`config.mk`:
```
export PLATFORM = sky130hd
export DESIGN_NAME = hazard_ctrl_flat
export DESIGN_NICKNAME = d
export VERILOG_FILES = /design/src/rtl/hazard_ctrl_pkg.sv /design/src/rtl/hazard_ctrl_if.sv /design/src/rtl/hazard_ctrl_stall_counter.sv /design/src/rtl/hazard_ctrl.sv /design/src/flat_wrapper.sv
export SDC_FILE = /design/constraint.sdc
export NUM_CORES = 1
export LEC_CHECK = 0
export BUFFER_PORTS_ARGS = -buffer_cell sky130_fd_sc_hd__buf_2
export CAP_MARGIN = 10
export CORE_MARGIN = 4
export CORE_UTILIZATION = 47
export CTS_BUF_LIST = sky130_fd_sc_hd__clkbuf_16
export DETAILED_ROUTE_END_ITERATION = 8
export MAX_ROUTING_LAYER = met4
export PLACE_DENSITY = 0.77
export SLEW_MARGIN = 10
export SYNTH_ARGS = -nofsm -noshare
export SYNTH_HDL_FRONTEND = slang
export SYNTH_SLANG_ARGS = --single-unit
```
`constraint.sdc`:
```
create_clock -name clock -period 1.85 [get_ports clock]
set_clock_uncertainty 0.2 [all_clocks]
set_input_delay 0.2775 -clock clock [delete_from_list [all_inputs] [get_ports clock]]
set_output_delay 0.2775 -clock clock [all_outputs]
set_load 0.005 [all_outputs]
```
`src/rtl/hazard_ctrl_pkg.sv`:
```
// Shared types and defaults for the pipeline hazard controller.
// Holds the controller state encoding and the default memory-wait timeout.
package hazard_ctrl_pkg;

  typedef enum logic [1:0] {
    RUN      = 2'd0,
    MEM_WAIT = 2'd1,
    MD_WAIT  = 2'd2
  } state_e;

  localparam int MEM_TIMEOUT_DEFAULT = 255;

endpackage

```
`src/rtl/hazard_ctrl_if.sv`:
```
// Bundle between the pipeline datapath (master) and the hazard controller (slave).
interface hazard_ctrl_if;
  logic [4:0]  id_rs1;
  logic [4:0]  id_rs2;
  logic        id_rs1_used;
  logic        id_rs2_used;
  logic [4:0]  ex_rd;
  logic        ex_mem_read;
  logic        branch_taken;
  logic        mem_req;
  logic        mem_ready;
  logic        muldiv_start;
  logic        muldiv_done;
  logic        pc_pause;
  logic        if_id_pause;
  logic        if_id_bubble;
  logic        id_ex_pause;
  logic        id_ex_bubble;
  logic        ex_mem_pause;
  logic        ex_mem_bubble;
  logic        mem_wb_pause;
  logic        mem_wb_bubble;
  logic        mem_timeout;
  logic [31:0] stall_cycles;

  modport master (
    output id_rs1, id_rs2, id_rs1_used, id_rs2_used, ex_rd, ex_mem_read,
           branch_taken, mem_req, mem_ready, muldiv_start, muldiv_done,
    input  pc_pause, if_id_pause, if_id_bubble, id_ex_pause, id_ex_bubble,
           ex_mem_pause, ex_mem_bubble, mem_wb_pause, mem_wb_bubble,
           mem_timeout, stall_cycles
  );

  modport slave (
    input  id_rs1, id_rs2, id_rs1_used, id_rs2_used, ex_rd, ex_mem_read,
           branch_taken, mem_req, mem_ready, muldiv_start, muldiv_done,
    output pc_pause, if_id_pause, if_id_bubble, id_ex_pause, id_ex_bubble,
           ex_mem_pause, ex_mem_bubble, mem_wb_pause, mem_wb_bubble,
           mem_timeout, stall_cycles
  );
endinterface

```
`src/rtl/hazard_ctrl_stall_counter.sv`:
```
// Saturating 32-bit event counter; holds at all-ones instead of wrapping.
module stall_counter (
  input  logic        clock,
  input  logic        reset,
  input  logic        inc,
  output logic [31:0] count
);

  logic [31:0] count_q;
  logic [31:0] count_d;

  always_comb begin
    count_d = count_q;
    if (inc && (count_q != 32'hFFFF_FFFF)) begin
      count_d = count_q + 32'd1;
    end
  end

  always_ff @(posedge clock or posedge reset) begin
    if (reset) begin
      count_q <= '0;
    end else begin
      count_q <= count_d;
    end
  end

  assign count = count_q;

endmodule

```
`src/rtl/hazard_ctrl.sv`:
```
// Pipeline hazard controller: memory/muldiv stalls, branch flush, load-use interlock.
// Pause/bubble outputs are combinational so they act in the same cycle.
module hazard_ctrl
  import hazard_ctrl_pkg::*;
#(
  parameter int MEM_TIMEOUT = MEM_TIMEOUT_DEFAULT
) (
  input logic           clock,
  input logic           reset,
  hazard_ctrl_if.slave  hz
);

  localparam int CNT_W = $clog2(MEM_TIMEOUT + 1);
  localparam logic [CNT_W-1:0] TIMEOUT_VAL = CNT_W'(MEM_TIMEOUT);

  state_e           state_q, state_d;
  logic [CNT_W-1:0] wait_cnt_q, wait_cnt_d;
  logic             timeout_q, timeout_d;

  logic mem_stall;
  logic md_stall;
  logic load_use;
  logic [4:0] pause;
  logic [3:0] bubble;
  logic [31:0] stall_count;

  assign mem_stall = hz.mem_req & ~hz.mem_ready;
  assign md_stall  = (((state_q == RUN) & hz.muldiv_start) | (state_q == MD_WAIT))
                     & ~hz.muldiv_done & ~mem_stall;
  assign load_use  = hz.ex_mem_read & (hz.ex_rd != 5'd0) &
                     ((hz.id_rs1_used & (hz.id_rs1 == hz.ex_rd)) |
                      (hz.id_rs2_used & (hz.id_rs2 == hz.ex_rd)));

  // pause = {pc, if_id, id_ex, ex_mem, mem_wb}; bubble = {if_id, id_ex, ex_mem, mem_wb}
  always_comb begin
    pause  = 5'b00000;
    bubble = 4'b0000;
    if (reset) begin
      bubble = 4'b1111;
    end else if (mem_stall) begin
      pause  = 5'b11110;
      bubble = 4'b0001;
    end else if (md_stall) begin
      pause  = 5'b11100;
      bubble = 4'b0010;
    end else if (hz.branch_taken) begin
      bubble = 4'b1100;
    end else if (load_use) begin
      pause  = 5'b11000;
      bubble = 4'b0100;
    end
  end

  always_comb begin
    state_d    = state_q;
    wait_cnt_d = wait_cnt_q;
    timeout_d  = timeout_q;
    case (state_q)
      RUN: begin
        if (mem_stall) begin
          state_d    = MEM_WAIT;
          wait_cnt_d = '0;
        end else if (md_stall) begin
          state_d = MD_WAIT;
        end
      end
      MEM_WAIT: begin
        if (hz.mem_ready) begin
          state_d = RUN;
        end else if (mem_stall && (wait_cnt_q != TIMEOUT_VAL)) begin
          wait_cnt_d = wait_cnt_q + CNT_W'(1);
          if (wait_cnt_d == TIMEOUT_VAL) begin
            timeout_d = 1'b1;
          end
        end
      end
      // A memory freeze arriving mid-divide keeps the unit waiting
      MD_WAIT: begin
        if (hz.muldiv_done && !mem_stall) begin
          state_d = RUN;
        end
      end
      default: state_d = RUN;
    endcase
  end

  always_ff @(posedge clock or posedge reset) begin
    if (reset) begin
      state_q    <= RUN;
      wait_cnt_q <= '0;
      timeout_q  <= 1'b0;
    end else begin
      state_q    <= state_d;
      wait_cnt_q <= wait_cnt_d;
      timeout_q  <= timeout_d;
    end
  end

  stall_counter u_stall_counter (
    .clock (clock),
    .reset (reset),
    .inc   (pause[4]),
    .count (stall_count)
  );

  assign hz.pc_pause      = pause[4];
  assign hz.if_id_pause   = pause[3];
  assign hz.id_ex_pause   = pause[2];
  assign hz.ex_mem_pause  = pause[1];
  assign hz.mem_wb_pause  = pause[0];
  assign hz.if_id_bubble  = bubble[3];
  assign hz.id_ex_bubble  = bubble[2];
  assign hz.ex_mem_bubble = bubble[1];
  assign hz.mem_wb_bubble = bubble[0];
  assign hz.mem_timeout   = timeout_q;
  assign hz.stall_cycles  = stall_count;

endmodule
```
`src/flat_wrapper.sv`:
```
// flat-port wrapper written by rule: the top's interface ports become plain ports
module hazard_ctrl_flat import hazard_ctrl_pkg::*;
#(
  parameter int MEM_TIMEOUT = MEM_TIMEOUT_DEFAULT
)
  (clock, reset, hz_id_rs1, hz_id_rs2, hz_id_rs1_used, hz_id_rs2_used, hz_ex_rd, hz_ex_mem_read, hz_branch_taken, hz_mem_req, hz_mem_ready, hz_muldiv_start, hz_muldiv_done, hz_pc_pause, hz_if_id_pause, hz_if_id_bubble, hz_id_ex_pause, hz_id_ex_bubble, hz_ex_mem_pause, hz_ex_mem_bubble, hz_mem_wb_pause, hz_mem_wb_bubble, hz_mem_timeout, hz_stall_cycles);
  hazard_ctrl_if hz_i ();
  input logic clock;
  input logic reset;
  input wire logic [$bits(hz_i.id_rs1)-1:0] hz_id_rs1;
  input wire logic [$bits(hz_i.id_rs2)-1:0] hz_id_rs2;
  input wire logic [$bits(hz_i.id_rs1_used)-1:0] hz_id_rs1_used;
  input wire logic [$bits(hz_i.id_rs2_used)-1:0] hz_id_rs2_used;
  input wire logic [$bits(hz_i.ex_rd)-1:0] hz_ex_rd;
  input wire logic [$bits(hz_i.ex_mem_read)-1:0] hz_ex_mem_read;
  input wire logic [$bits(hz_i.branch_taken)-1:0] hz_branch_taken;
  input wire logic [$bits(hz_i.mem_req)-1:0] hz_mem_req;
  input wire logic [$bits(hz_i.mem_ready)-1:0] hz_mem_ready;
  input wire logic [$bits(hz_i.muldiv_start)-1:0] hz_muldiv_start;
  input wire logic [$bits(hz_i.muldiv_done)-1:0] hz_muldiv_done;
  output wire logic [$bits(hz_i.pc_pause)-1:0] hz_pc_pause;
  output wire logic [$bits(hz_i.if_id_pause)-1:0] hz_if_id_pause;
  output wire logic [$bits(hz_i.if_id_bubble)-1:0] hz_if_id_bubble;
  output wire logic [$bits(hz_i.id_ex_pause)-1:0] hz_id_ex_pause;
  output wire logic [$bits(hz_i.id_ex_bubble)-1:0] hz_id_ex_bubble;
  output wire logic [$bits(hz_i.ex_mem_pause)-1:0] hz_ex_mem_pause;
  output wire logic [$bits(hz_i.ex_mem_bubble)-1:0] hz_ex_mem_bubble;
  output wire logic [$bits(hz_i.mem_wb_pause)-1:0] hz_mem_wb_pause;
  output wire logic [$bits(hz_i.mem_wb_bubble)-1:0] hz_mem_wb_bubble;
  output wire logic [$bits(hz_i.mem_timeout)-1:0] hz_mem_timeout;
  output wire logic [$bits(hz_i.stall_cycles)-1:0] hz_stall_cycles;
  assign hz_i.id_rs1 = hz_id_rs1;
  assign hz_i.id_rs2 = hz_id_rs2;
  assign hz_i.id_rs1_used = hz_id_rs1_used;
  assign hz_i.id_rs2_used = hz_id_rs2_used;
  assign hz_i.ex_rd = hz_ex_rd;
  assign hz_i.ex_mem_read = hz_ex_mem_read;
  assign hz_i.branch_taken = hz_branch_taken;
  assign hz_i.mem_req = hz_mem_req;
  assign hz_i.mem_ready = hz_mem_ready;
  assign hz_i.muldiv_start = hz_muldiv_start;
  assign hz_i.muldiv_done = hz_muldiv_done;
  assign hz_pc_pause = hz_i.pc_pause;
  assign hz_if_id_pause = hz_i.if_id_pause;
  assign hz_if_id_bubble = hz_i.if_id_bubble;
  assign hz_id_ex_pause = hz_i.id_ex_pause;
  assign hz_id_ex_bubble = hz_i.id_ex_bubble;
  assign hz_ex_mem_pause = hz_i.ex_mem_pause;
  assign hz_ex_mem_bubble = hz_i.ex_mem_bubble;
  assign hz_mem_wb_pause = hz_i.mem_wb_pause;
  assign hz_mem_wb_bubble = hz_i.mem_wb_bubble;
  assign hz_mem_timeout = hz_i.mem_timeout;
  assign hz_stall_cycles = hz_i.stall_cycles;
  hazard_ctrl #(.MEM_TIMEOUT(MEM_TIMEOUT)) u_core (.clock(clock), .reset(reset), .hz(hz_i));
endmodule
```
# Word level (Yosys, flattened, before mapping)
# Index checks and enable logic that the tools add are counted.
[word_totals]
ff_bits = 43
input_bits = 25
out_inout_bits = 42
[op_classes]
n_addsub = 2
eq_ne = 13
mux = 19
bitwise_logic = 13
reduce_logical = 10
[ops]
columns = ["cell", "count"]
rows = [
  ["$add A32 B1 Y32 const B", 1],
  ["$ne A32 B32 Y1 const B", 1],
  ["$mux W5", 5],
  ["$mux W8", 3],
  ["$mux W4", 4],
  ["$pmux W8 S2", 1],
  ["$eq A5 B5 Y1", 2],
  ["$add A8 B1 Y8 const B", 1],
  ["$and A1 B1 Y1", 8],
  ["$eq A8 B8 Y1 const B", 1],
  ["$mux W2", 4],
  ["$ne A8 B8 Y1 const B", 1],
  ["$reduce_and A4 Y1", 2],
  ["$ne A2 B2 Y1 const B", 3],
  ["$pmux W2 S3", 1],
  ["$reduce_bool A5 Y1", 1],
  ["$ne A2 B1 Y1 const B", 2],
  ["$logic_and A1 B1 Y1", 3],
  ["$mux W3", 1],
  ["$ne A3 B1 Y1 const B", 1],
  ["$not A1 Y1", 3],
  ["$reduce_and A3 Y1", 1],
  ["$eq A2 B1 Y1 const B", 1],
  ["$eq A2 B2 Y1 const B", 1],
  ["other kinds (4)", 5],
]

# Depth between registers and ports, before layout
[logic_depth]
word_depth = 10
mapped_depth = 8
ltp_nobuf = 7

# Hierarchy
# From an unflattened synthesis, not the netlist that was laid out.
[unflattened]
cells_unflattened = 245
area_unflattened_um2 = 2494.9
[by_module_without_submodules]
columns = ["module", "n_inst", "cells_each", "area_each_um2", "seq_area_each_um2"]
rows = [
  ["stall_counter", 1, 139, 1561.5, 800.8],
  ["hazard_ctrl", 1, 106, 933.4, 275.3],
]

# Worst setup path before layout
# No wires, ideal clock.
[synth_path]
path_type = "reg-to-reg"
from = "reg u_core.u_stall_counter.count_q[14], in the netlist u_core.u_stall_counter.count[14]"
to = "reg u_core.u_stall_counter.count_q[1], in the netlist u_core.u_stall_counter.count[1]"
setup_ps = 128
t_arrival_ps = 1775
t_required_ps = 1522
setup_slack_ps = -252
stages_incl_launch_ff = 8
synth_period_minus_slack_ps = 2102
path_cell_list = "dfrtp_1 > and4_1 > and4_1 > buf_2 > nand2_2 > nor3b_4 > nor2_2 > mux2_1"
[synth_between]
elab_chain_len = 2
[synth_rtl]
columns = ["element", "line_no", "rtl"]
rows = [
  ["from (decl)", "hazard_ctrl_stall_counter.sv:9", "logic [31:0] count_q;"],
  ["from (signal assigned)", "hazard_ctrl_stall_counter.sv:23", "count_q <= count_d;"],
  ["$ne A32 B32 Y1", "hazard_ctrl_stall_counter.sv:14", "if (inc && (count_q != 32'hFFFF_FFFF)) begin"],
  ["$logic_and A1 B1 Y1", "hazard_ctrl_stall_counter.sv:14", ""],
]
# Every way passes these cells.
# A chain may end at the register's enable or synchronous reset.

# Worst setup path after layout
[layout_path]
from = "reg u_core.state_q[0]"
to = "reg u_core.u_stall_counter.count_q[10], in the netlist u_core.u_stall_counter.count[10]"
[layout_between]
elab_chain_len = 9
[layout_rtl]
columns = ["element", "line_no", "rtl"]
rows = [
  ["from (decl)", "hazard_ctrl.sv:16", "state_e state_q, state_d;"],
  ["from (signal assigned)", "hazard_ctrl.sv:93", "state_q <= state_d;"],
  ["$logic_not A2 Y1", "hazard_ctrl.sv:28", "assign md_stall = (((state_q == RUN) & hz.muldiv_start) | (state_q == MD_WAIT))"],
  ["$and A1 B1 Y1", "hazard_ctrl.sv:28", ""],
  ["$or A1 B1 Y1 *", "hazard_ctrl.sv:28", ""],
  ["$and A1 B1 Y1 * (2 in a row)", "hazard_ctrl.sv:29", "& ~hz.muldiv_done & ~mem_stall;"],
  ["$mux W5 *", "hazard_ctrl.sv:43", "end else if (md_stall) begin"],
  ["$mux W5 *", "hazard_ctrl.sv:40", "end else if (mem_stall) begin"],
  ["$mux W5 *", "hazard_ctrl.sv:38", "if (reset) begin"],
  ["$logic_and A1 B1 Y1 *", "hazard_ctrl_stall_counter.sv:14", ""],
]
# Every way passes the cells marked *; elsewhere a longest branch is shown, timed or not.

==> metrics <==
run status complete, but fails checks; failing checks setup timing; TritonCTS Buffers 5; DR vias 2932; Rows 26; Final Critical Period approximately 2.3 ns; most used flip-flop cell after synthesis dfrtp_1; Synth async-reset ratio 100%; Cell variety after synth 45; routed wire length 10800 um; DRC 0; fraction of the mapped netlist area in adder cells about 1.5%; number of flops mapped to enable cells by yosys 0; fin crit share 122%; cell area after synthesis 2460 um2; Leak 2.25 nW; Synth Area per Inst 9.54 um2; first-pass GRT wire length between 10000 and 15000 um; DIE AREA 6460 um2; First-pass DRT Iterations 5; Buffers on Ports 65; xor/xnor share of the synthesized area between 10% and 20%; Cell Pwr Density 601 nW/um2; Worst EP required ~1.9 ns; total internal power 1.84 mW; area of the multi-input gates 1840 um2; H-Tree Depth 2; DP Worst Slack -0.315 ns; Area after DPL roughly 3500 um2; DR WL/cell 21.6 um; I/O pins 67; CP Launch Type register; PnR worst setup slack -0.405 ns; Sequential Area ~1100 um2; crit-path max FO 7; RD Place Congestion slightly below 0.9; Logic pwr share between 20% and 30%; Post-Layout Cell Count 498; Clk pwr share about a third; critical path arrival approximately 2.3 ns; Die H 80.4 um; layout cells sized above 1 about three fifths; Fmax ~440 MHz; initial antenna violation count 0; CTS tree built; sequential cell area fraction in the yosys report roughly 44%; CTS Sinks 43; final antenna-violating net count 0; Post-DP HPWL roughly 5100 um; GRT Util Overall ~28%; mux contribution to synthesized area less than 1%; Ys Warns 0; vias per cell about 6; vias in the first global route about 2800; Hold WS between 0.04 and 0.05 ns; diode count 0; Die W between 80 and 90 um; initial cell density of the core between 40% and 50%; number of synthesized register bits 43; synth cell count leaders dfrtp_1, xor2_1, nand2_1; net count reported at finish about 460; final instance area ~4400 um2; Max Cap Violations 0; Worst Hold Class primary input to async pin; clock buffer depth 2; syn nets roughly 290; Seq pwr share between 40 and 50%; total power 2.64 mW; cell count after synthesis ~260; P_sw about 0.81 mW; Max VDD drop ~450 uV; post-layout util a little under nine tenths; Setup-failing EPs final 44; area of the core 5110 um2; post-synth top area share between 40% and 50%; fillers around 220; Iter 0 DRT Violations 227; largest family of logic cells by synthesized area simple AND/OR/NAND/NOR gates; CTS Root Cell clkbuf_16; gr ovfl total 0; Setup TNS -9.61 ns; Clk Latency, worst-skew pair slightly below 0.3 ns; count of pins over their slew limit 0; Setup CP Type register to register; RSZ-0062 raised after global routing true; final hold vios 0; post-synthesis simple-gate area fraction a little over a quarter; CP Capture Type register; switching share of power 30.5%; Area growth, synth to finish 78.6%; Clock transition at path regs 0.06 ns; cell with the most instances after synthesis dfrtp_1; Area contributors post-synth dfrtp_1, xor2_1, xnor2_1, nand2_1, nand4_1; DP Cell Count 460; post-synthesis compound-gate area fraction 8.19%; largest net degree at the start of global routing 31; area leader, netlist dfrtp_1
[final cells by class]
| class | instances | area share [%] |
|---|---|---|
| clock buffers | 5 | 2.85 |
| clock inverters | 3 | 0.285 |
| inverters | 6 | 0.598 |
| multi-input cells | 199 | 41.8 |
| flip-flops and latches | 43 | 24.5 |
| well taps | 70 | 1.99 |
| repair buffers | 172 | 28.0 |
[cell families (layout without fill, tap and decap cells)]
group,after synthesis,in the layout
XOR/XNOR,43,43
AO/OA/AOI/OAI,30,30
multiplexers,1,1
buffers and inverters,16,186
adder cells (fa/ha/maj),3,3
flip-flops,43,43
AND/OR/NAND/NOR,121,121
other,1,1
[power by group through the flow]
stage / clock, mW / sequential, mW / combinational, mW
2_1_floorplan: 0 / 1.11 / 0.211
3_3_place_gp: 0 / 1.07 / 0.537
3_5_place_dp: 0 / 1.07 / 0.553
4_1_cts: 0.848 / 1.06 / 0.604
5_1_grt: 0.911 / 1.08 / 0.769
6_report: 0.854 / 1.08 / 0.710
[metal layers]
layer  wire length [um]  GRT usage (%)  vias to the layer above
li1                   -              -                     1256
met1               3770           29.4                     1427
met2               5590           50.7                      181
met3                702           5.94                       68
met4                709           12.5                        0
met5                  0              -                        -
[path summary, 6_finish.rpt]
check / slack [ns] / start / cells past startpoint / end
hold reg to reg: 0.27 / u_core.hz.mem_timeout$_DFFE_PP0P_ / 1 / u_core.hz.mem_timeout$_DFFE_PP0P_
hold / removal: 0.04 / reset / 3 / u_core.u_stall_counter.count[17]$_DFFE_PP0P_
min in group clock: 0.09 / hz_muldiv_done / 3 / u_core.state_q[1]$_DFFE_PP0P_
max in group asynchronous: 0.77 / reset / 4 / u_core.u_stall_counter.count[11]$_DFFE_PP0P_
setup / recovery: -0.40 / u_core.state_q[0]$_DFFE_PP0P_ / 8 / u_core.u_stall_counter.count[10]$_DFFE_PP0P_
setup reg to reg: -0.40 / u_core.state_q[0]$_DFFE_PP0P_ / 8 / u_core.u_stall_counter.count[10]$_DFFE_PP0P_
[sequential cells by signal (all words and copies together), names as in the netlist]
name,cells
u_core.hz.mem_timeout,1
u_core.u_stall_counter.count,32
u_core.state_q,2
u_core.wait_cnt_q,8
[worst max-delay path, cell delays in order (launching register included)]
cell	delay, ns
dfrtp_1	0.41
o31a_1	0.33
a21oi_2	0.19
buf_4	0.16
o21ai_4	0.09
buf_6	0.16
buf_4	0.14
nor4b_4	0.28
xor2_1	0.22
[cell usage in the layout, fill, tap and decap left out, types with 5 or more instances in the layout]
master     synthesis  final
and3_4             0      7
nor2_2             1      5
clkbuf_16          0      5
nor4b_4            0      5
nor2_1            17      7
nor2_4             0      6
buf_6              1     19
xor2_1            30     30
inv_1              6      7
buf_2              3     64
nand3_1           10      9
xnor2_1           13     13
buf_4              2     86
nand2_2            1      5
dfrtp_1           43     42
nand4_1           12     12
nand2_1           27     21
nor3_4             0     10
[what timing repair did]
| action | 4_1_cts | 5_1_grt |
|---|---|---|
| hold buffers | 1 | 0 |
| gates cloned | 1 | 0 |
| setup endpoints to repair | 40 | 44 |
| pin swaps | 28 | 47 |
| setup buffers | 11 | 19 |
| resized for setup | 54 | 61 |
| endpoints found under the hold margin | 13 | 0 |
Power figures use the tool's default switching activity.
